[config.mk]
export PLATFORM = sky130hd
export DESIGN_NAME = fir_avg_ctrl
export DESIGN_NICKNAME = d
export VERILOG_FILES = /design/src/rtl/fir_avg_pkg.sv /design/src/rtl/fir_avg_ctrl.sv
export SDC_FILE = /design/constraint.sdc
export NUM_CORES = 1
export LEC_CHECK = 0
export CAP_MARGIN = 20
export CORE_MARGIN = 1.5
export CORE_UTILIZATION = 37
export DETAILED_ROUTE_END_ITERATION = 10
export PLACE_DENSITY = 0.78
export SYNTH_ARGS = -nofsm -noshare
export SYNTH_HDL_FRONTEND = slang
export SYNTH_SLANG_ARGS = --single-unit
export TNS_END_PERCENT = 50
[constraint.sdc]
create_clock -name clk -period 2.93 [get_ports clk]
set_clock_uncertainty 0.15 [all_clocks]
set_input_delay 0.879 -clock clk [delete_from_list [all_inputs] [get_ports clk]]
set_output_delay 0.879 -clock clk [all_outputs]
set_load 0.005 [all_outputs]
[src/rtl/fir_avg_pkg.sv]
// Shared types and default sizes for the moving-average FIR frame sequencer.
package fir_avg_pkg;

  localparam int FIR_DIN_W    = 16;
  localparam int FIR_DOUT_W   = 24;
  localparam int FIR_TAPS_DEF = 8;
  localparam int FIR_CNT_W    = 16;

  typedef enum logic [1:0] {
    INIT  = 2'd0,
    IDLE  = 2'd1,
    RUN   = 2'd2,
    FLUSH = 2'd3
  } fir_ctrl_state_t;

endpackage

[src/rtl/fir_avg_ctrl.sv]
// Frame sequencer gating a clock-enabled moving-average FIR: clear, stream, flush tail.
// Optional build macro FIR_CTRL_WARMUP_MASK_EN suppresses the first TAPS-1 outputs of each frame.
module fir_avg_ctrl
  import fir_avg_pkg::*;
#(
  parameter int DIN_W  = FIR_DIN_W,
  parameter int DOUT_W = FIR_DOUT_W,
  parameter int TAPS   = FIR_TAPS_DEF,
  parameter int CNT_W  = FIR_CNT_W
) (
  input  logic                     clk,
  input  logic                     rst_n,
  input  logic                     s_valid,
  output logic                     s_ready,
  input  logic signed [DIN_W-1:0]  s_data,
  input  logic                     s_last,
  output logic                     fir_ce,
  output logic signed [DIN_W-1:0]  fir_din,
  input  logic signed [DOUT_W-1:0] fir_dout,
  output logic                     m_valid,
  input  logic                     m_ready,
  output logic signed [DOUT_W-1:0] m_data,
  output logic                     m_last,
  output logic                     busy,
  output logic [CNT_W-1:0]         out_cnt
);

  localparam int              TW       = $clog2(TAPS + 1);
  localparam logic [TW-1:0]   TAP_LAST = TW'(TAPS - 1);
  localparam logic [TW-1:0]   TAP_PEN  = TW'(TAPS - 2);
  localparam logic [TW-1:0]   TAP_ONE  = TW'(1);

  fir_ctrl_state_t state_q, state_d;
  logic [TW-1:0]   tap_q, tap_d;
  logic            m_valid_q, m_valid_d;
  logic            m_last_q, m_last_d;
  logic [CNT_W-1:0] out_cnt_q, out_cnt_d;

  logic                    slot_free;
  logic                    ce_c;
  logic signed [DIN_W-1:0] din_c;
  logic                    s_ready_c;
  logic                    emit_c;
  logic                    emit_g;
  logic                    last_c;
  logic                    clr_cnt;

  assign slot_free = !m_valid_q || m_ready;

  always_comb begin
    state_d   = state_q;
    tap_d     = tap_q;
    ce_c      = 1'b0;
    din_c     = '0;
    s_ready_c = 1'b0;
    emit_c    = 1'b0;
    last_c    = 1'b0;
    clr_cnt   = 1'b0;
    case (state_q)
      INIT: begin
        // Zero pulses purge the reset-less FIR history; no output slot involved.
        ce_c  = 1'b1;
        tap_d = tap_q + TAP_ONE;
        if (tap_q == TAP_LAST) begin
          tap_d   = '0;
          state_d = IDLE;
        end
      end
      IDLE, RUN: begin
        s_ready_c = slot_free;
        if (s_valid && slot_free) begin
          ce_c   = 1'b1;
          din_c  = s_data;
          emit_c = 1'b1;
          if (state_q == IDLE) begin
            clr_cnt = 1'b1;
            state_d = RUN;
          end
          if (s_last) begin
            tap_d   = '0;
            state_d = FLUSH;
          end
        end
      end
      FLUSH: begin
        if (slot_free) begin
          ce_c  = 1'b1;
          tap_d = tap_q + TAP_ONE;
          if (tap_q == TAP_LAST) begin
            // Final zero pulse only empties the FIR; its result is dropped.
            tap_d   = '0;
            state_d = IDLE;
          end else begin
            emit_c = 1'b1;
            last_c = (tap_q == TAP_PEN);
          end
        end
      end
      default: begin
        state_d = INIT;
        tap_d   = '0;
      end
    endcase
  end

`ifdef FIR_CTRL_WARMUP_MASK_EN
  logic [TW-1:0] warm_q, warm_d;
  logic [TW-1:0] warm_prior;

  // Counts pulses already applied in this frame, saturating once the window is full.
  always_comb begin
    warm_prior = clr_cnt ? '0 : warm_q;
    warm_d     = warm_q;
    emit_g     = emit_c && (warm_prior == TAP_LAST);
    if (ce_c && (state_q != INIT)) begin
      warm_d = (warm_prior == TAP_LAST) ? warm_prior : warm_prior + TAP_ONE;
    end
  end

  always_ff @(posedge clk or negedge rst_n) begin
    if (!rst_n) begin
      warm_q <= '0;
    end else begin
      warm_q <= warm_d;
    end
  end
`else
  assign emit_g = emit_c;
`endif

  always_comb begin
    out_cnt_d = (clr_cnt ? '0 : out_cnt_q) + {{(CNT_W-1){1'b0}}, emit_g};
    m_valid_d = emit_g || (m_valid_q && !m_ready);
    if (emit_g) begin
      m_last_d = last_c;
    end else if (m_ready) begin
      m_last_d = 1'b0;
    end else begin
      m_last_d = m_last_q;
    end
  end

  always_ff @(posedge clk or negedge rst_n) begin
    if (!rst_n) begin
      state_q   <= INIT;
      tap_q     <= '0;
      m_valid_q <= 1'b0;
      m_last_q  <= 1'b0;
      out_cnt_q <= '0;
    end else begin
      state_q   <= state_d;
      tap_q     <= tap_d;
      m_valid_q <= m_valid_d;
      m_last_q  <= m_last_d;
      out_cnt_q <= out_cnt_d;
    end
  end

  // The FIR only advances on fir_ce, so its registered output is stable while the slot is held.
  assign fir_ce  = ce_c && rst_n;
  assign fir_din = rst_n ? din_c : '0;
  assign s_ready = s_ready_c;
  assign m_valid = m_valid_q;
  assign m_data  = m_valid_q ? fir_dout : '0;
  assign m_last  = m_last_q;
  assign busy    = (state_q != IDLE);
  assign out_cnt = out_cnt_q;

endmodule

==> Yosys cells after proc, flatten, opt, wreduce, memory -nomap -nowiden <==
Index checks and enable logic that the tools add are counted.
{ "totals": {"ff_bits": 24, "in_bits": 45} }
{ "op_classes": {"n_addsub": 2, "n_eq_ne": 10, "mux": 31, "n_reduce_logical": 12} }
{ "ops": {"columns": ["operator", "n"], "rows": [
  ["$mux W16", 4],
  ["$mux W24", 1],
  ["$add A16 B1 Y16", 1],
  ["$mux W4", 4],
  ["$mux W1", 13],
  ["$pmux W4 S3", 1],
  ["$mux W2", 5],
  ["$eq A4 B3 Y1 const B", 2],
  ["$ne A2 B2 Y1 const B", 3],
  ["$pmux W2 S3", 1],
  ["$reduce_and A3 Y1", 2],
  ["$add A4 B1 Y4 const B", 1],
  ["$eq A2 B2 Y1 const B", 2],
  ["$logic_and A1 B1 Y1", 3],
  ["$ne A3 B3 Y1 const B", 1],
  ["$pmux W1 S3", 1],
  ["$eq A2 B1 Y1 const B", 1],
  ["$logic_not A1 Y1", 2],
  ["$logic_not A2 Y1", 1],
  ["$logic_or A1 B1 Y1", 2],
  ["$ne A2 B1 Y1 const B", 1],
  ["$pmux W1 S2", 1],
  ["$reduce_bool A2 Y1", 1],
  ["$reduce_or A2 Y1", 1]
]} }

==> Logic depth before layout (Yosys ltp) <==
{ "depth": {"depth_word": 7, "mapped_depth": 10} }

==> Worst setup path before layout <==
No wires, ideal clock.
{ "synth_timing": {"path_kind": "input-to-output", "start": "in s_valid", "end": "out fir_din[10]", "t_arrival_ns": 1.783, "setup_slack_ns": 0.118, "path_stages": 5, "cell_sequence": "buf_2 -> nand2_2 -> nor3b_2 -> clkbuf_1 -> and2_1"} }
{ "synth_via": {"elab_chain_len": 4} }
{ "synth_rtl": {"columns": ["item", "line_no", "rtl"], "rows": [
  ["start, declared", "fir_avg_ctrl.sv:13", "input logic s_valid,"],
  ["$logic_and A1 B1 Y1", "fir_avg_ctrl.sv:71", "if (s_valid && slot_free) begin"],
  ["$mux W16", "fir_avg_ctrl.sv:71", null],
  ["$mux W16", "fir_avg_ctrl.sv:59", "case (state_q)"],
  ["$mux W16", "fir_avg_ctrl.sv:161", "assign fir_din = rst_n ? din_c : '0;"],
  ["end, declared", "fir_avg_ctrl.sv:18", "output logic signed [DIN_W-1:0] fir_din,"]
]} }
Every way passes these cells.

==> Worst setup path after layout <==
{ "layout_timing": {"start": "in m_ready", "end": "out fir_ce"} }
{ "layout_via": {"elab_chain_len": 5, "elab_cells_between_ends": 6, "cone_classes": "mux (3); reduce/logical (3)"} }
{ "layout_rtl": {"columns": ["item", "line_no", "rtl"], "rows": [
  ["start, declared", "fir_avg_ctrl.sv:21", "input logic m_ready,"],
  ["$logic_or A1 B1 Y1 *", "fir_avg_ctrl.sv:48", "assign slot_free = !m_valid_q || m_ready;"],
  ["$logic_and A1 B1 Y1", "fir_avg_ctrl.sv:71", null],
  ["$mux W1", "fir_avg_ctrl.sv:71", null],
  ["$pmux W1 S3 *", "fir_avg_ctrl.sv:59", null],
  ["$logic_and A1 B1 Y1 *", "fir_avg_ctrl.sv:160", "assign fir_ce = ce_c && rst_n;"],
  ["end, declared", "fir_avg_ctrl.sv:17", "output logic fir_ce,"]
]} }
Mark *: on every way between the ends. The rest lies on a longest branch, timed or not.

==> results by group <==
Outcome
  • Outcome: complete, no violations

Routing
  • Routed WL: about 5000 um
  • Detailed router's first-iteration violation count: 86
  • Wirelength per Cell: between 10 and 15 um
  • Vias: between 1500 and 2000
  • DR pass1 iterations: 4
  • Detail Route Antenna Nets: 0
  • Vias per cell: 5.30
  • Drt drc: 0

Worst setup path
  • Worst EP arrival: about 1.8 ns
  • Reg-to-reg setup timing slack: between 0.2 and 0.25 ns
  • Crit. End Element: output pin
  • R2R Path Start: state_q[0]
  • Worst EP required: between 1.5 and 2 ns
  • R2r endpoint: out_cnt[8]
  • Startpoint Class: input port
  • R2r worst-path depth: 12
  • Crit path from: m_ready
  • CP max FO: 14
  • Type of the worst setup path: in -> out

Logic synthesis
  • Synth cell count leaders: and2_1, dfrtp_1, a21oi_1, o31ai_1
  • Synth Flop Type: dfrtp_1
  • Syn Nets: 239
  • Post-Synth Adder-Cell Area: about 5.2%
  • Synth Area in XOR/XNOR: approximately 2.1%
  • Cell with the most instances after synthesis: and2_1
  • Synth Area in Compound Gates: between 10% and 20%
  • Sequential share of the synthesized area: a little over a third
  • Synth top area share: 35.4%
  • Synth Register Bits: 24
  • Synth Area in Simple Gates: about a third
  • Synthesized cell area: between 0.0015 and 0.002 sq mm
  • Netlist cell types: 43
  • Largest family of logic cells by synthesized area: simple AND/OR/NAND/NOR gates
  • Yosys warnings: 0
  • Cell taking the most area after synthesis: dfrtp_1
  • Avg Cell Area, Syn: between 9 and 10 sq um
  • Synthesized instance count: 187
  • Ys async rst share: 100%
  • Mux contribution to synthesized area: 2.36%
  • Dominant cells by area after synthesis: dfrtp_1, and2_1, ha_1
  • Post-synth EDFFs: 0

Pwr
  • Peak VDD IR: roughly 0.00035 V
  • P per Cell Area: 695 mW/mm^2
  • Tot Pwr: about 2.1 mW
  • Sw power: 770 uW
  • Clock power share: between 10% and 20%
  • Gate power share: 62.3%
  • Leakage power: roughly 1.4 nW
  • Switching share of power: a little under two fifths
  • Reg power frac: between 20% and 30%
  • Cell Int Power: roughly 1.3 mW

Flow run
  • Max-cap violations: 0

Cells and area
  • Post-layout util: about two thirds
  • N_diodes: 0
  • Fill count: 362
  • Layout Cells excl Fill: between 300 and 400
  • Final net count: about 370
  • Layout cells sized above 1: a little over a fifth
  • Layout area overhead: 77.2%

STA
  • Peak Freq: 348 MHz
  • Tcrit/Tclk final: a little over nine tenths
  • Slew HR: a little under three quarters
  • Final Worst Setup Slack: between 0.05 and 0.06 ns
  • Setup_tns: 0 ns
  • Final hold vios: 0
  • Max-slew violation count: 0
  • Final setup viols: 0
  • RSZ-0062 raised after global routing: no
  • Worst-Margin Slew: between 0.4 and 0.5 ns
  • Period minus WS final: 2.87 ns

Place
  • I/O Buffers: ~110
  • HPWL Detailed: approximately 3700 um
  • Placed cell count: 353
  • DP Worst Slack: -0.635 ns
  • GPL Wtd Cong: approximately 0.87

Clocking
  • H-tree depth: 1
  • Sink Count: 24
  • Clk_lat worst skew: approximately 0.27 ns
  • CTS tree: done
  • Clk buf depth: 2
  • CTS clk-pin slew, worst paths: around 0.090 ns
  • Root Driver: clkbuf_8
  • # hold bufs at CTS: 0
  • Cts bufs inserted: 3

Global route
  • Total gr overflow: 0
  • Number of global-route vias before repair: between 1500 and 2000
  • Largest net degree at the start of global routing: 28
  • GR Util All Layers: 20.3%
  • First-pass GRT wire length: roughly 8400 um
  • Initial antenna violation count: 0

Floorplanning
  • Die H: a little over 70 um
  • Initial Util: between 30 and 40%
  • Area of the core: 0.00438 sq mm
  • Die area: about 0.005 sq mm
  • # IOs: ~110
  • Site Rows: 24
  • Chip width: around 70 um

Hold path
  • HP Start: tap_q[3]
  • Worst hold path cell count: 1
  • Hold Path End: tap_q[3]
  • Worst hold-check path type: reg -> reg
-- final cells by class --
type,instances,area [sq um],area share [%]
clock inverters,1,30.0,1.00
repair buffers,130,1170,39.1
well taps,52,65.1,2.17
flip-flops and latches,24,601,20.0
inverters,7,30.0,1.00
clock buffers,3,41.3,1.37
multi-input cells,147,1060,35.4
-- how the worst max path moves through the flow --
stage / to / slack [ns]
after floorplan: fir_din[10] / 0.12
after global placement: fir_din[14] / -0.66
after detailed placement: fir_din[1] / -0.63
after CTS: fir_din[3] / 0.02
after global routing: fir_din[2] / 0.01
final: fir_ce / 0.06
-- registers in the layout, indices dropped and copies added (netlist names) --
register	cells
out_cnt	16
state_q	2
m_valid	1
tap_q	4
m_last	1
-- metrics by stage --
| step | instance area, sq um | hold slack (ns) |
|---|---|---|
| floorplan | 1700 | 0.343 |
| global placement | 2900 | 0.394 |
| detailed placement | 2900 | 0.398 |
| CTS | 2990 | 0.423 |
| global route | 3000 | 0.442 |
| finish | 3000 | 0.422 |
-- power by group through the flow --
stage          clock, mW  sequential (mW)  combinational (mW)
6_report           0.296            0.491                1.30
5_1_grt            0.317            0.500                1.45
4_1_cts            0.302            0.487                1.27
3_5_place_dp           0            0.494                1.24
3_3_place_gp           0            0.495                1.23
2_1_floorplan          0            0.506               0.577
-- kinds of logic after synthesis --
| family | Yosys count |
|---|---|
| adders and majority gates | 7 |
| muxes | 4 |
| AOI/OAI and AO/OA | 42 |
| DFF | 24 |
| buffers and inverters | 16 |
| xor gates and xnor gates | 4 |
| and+or+nand+nor | 90 |
-- critical path: stages --
cell           delay [ns]
buf_6                0.09
and2b_4              0.26
buf_8                0.15
a21oi_1              0.05
o21a_1               0.16
dlygate4sd2_1        0.25
-- per-layer routing --
| layer | GRT usage, % | routed length (um) | vias up |
|---|---|---|---|
| met5 | 0 | 0 | - |
| met4 | 6.71 | 53 | 0 |
| met3 | 3.85 | 432 | 6 |
| met2 | 35.4 | 2470 | 105 |
| met1 | 25.1 | 2050 | 889 |
| li1 | - | - | 931 |
-- layout by cell type, fill, tap and decap left out, types with 4 or more instances in the layout --
cell type,instances
nor2_1,4
and2_1,33
nor4_1,5
nand3_1,4
a21oi_1,9
dlygate4sd2_1,25
a41o_1,4
o21ai_0,7
mux2i_1,4
nand2_1,6
buf_2,13
dfrtp_1,24
and2_4,7
o31ai_1,8
nor2b_1,4
buf_6,9
clkdlybuf4s50_1,60
nand4_1,5
ha_1,6
buf_4,20
-- repair_timing --
action,4_1_cts,5_1_grt
buffers inserted,7,1
gates cloned,1,0
setup endpoints to repair,52,19
gates resized for setup,117,11
pin swaps,3,1
No activity file was read; power rests on OpenSTA's default activity.
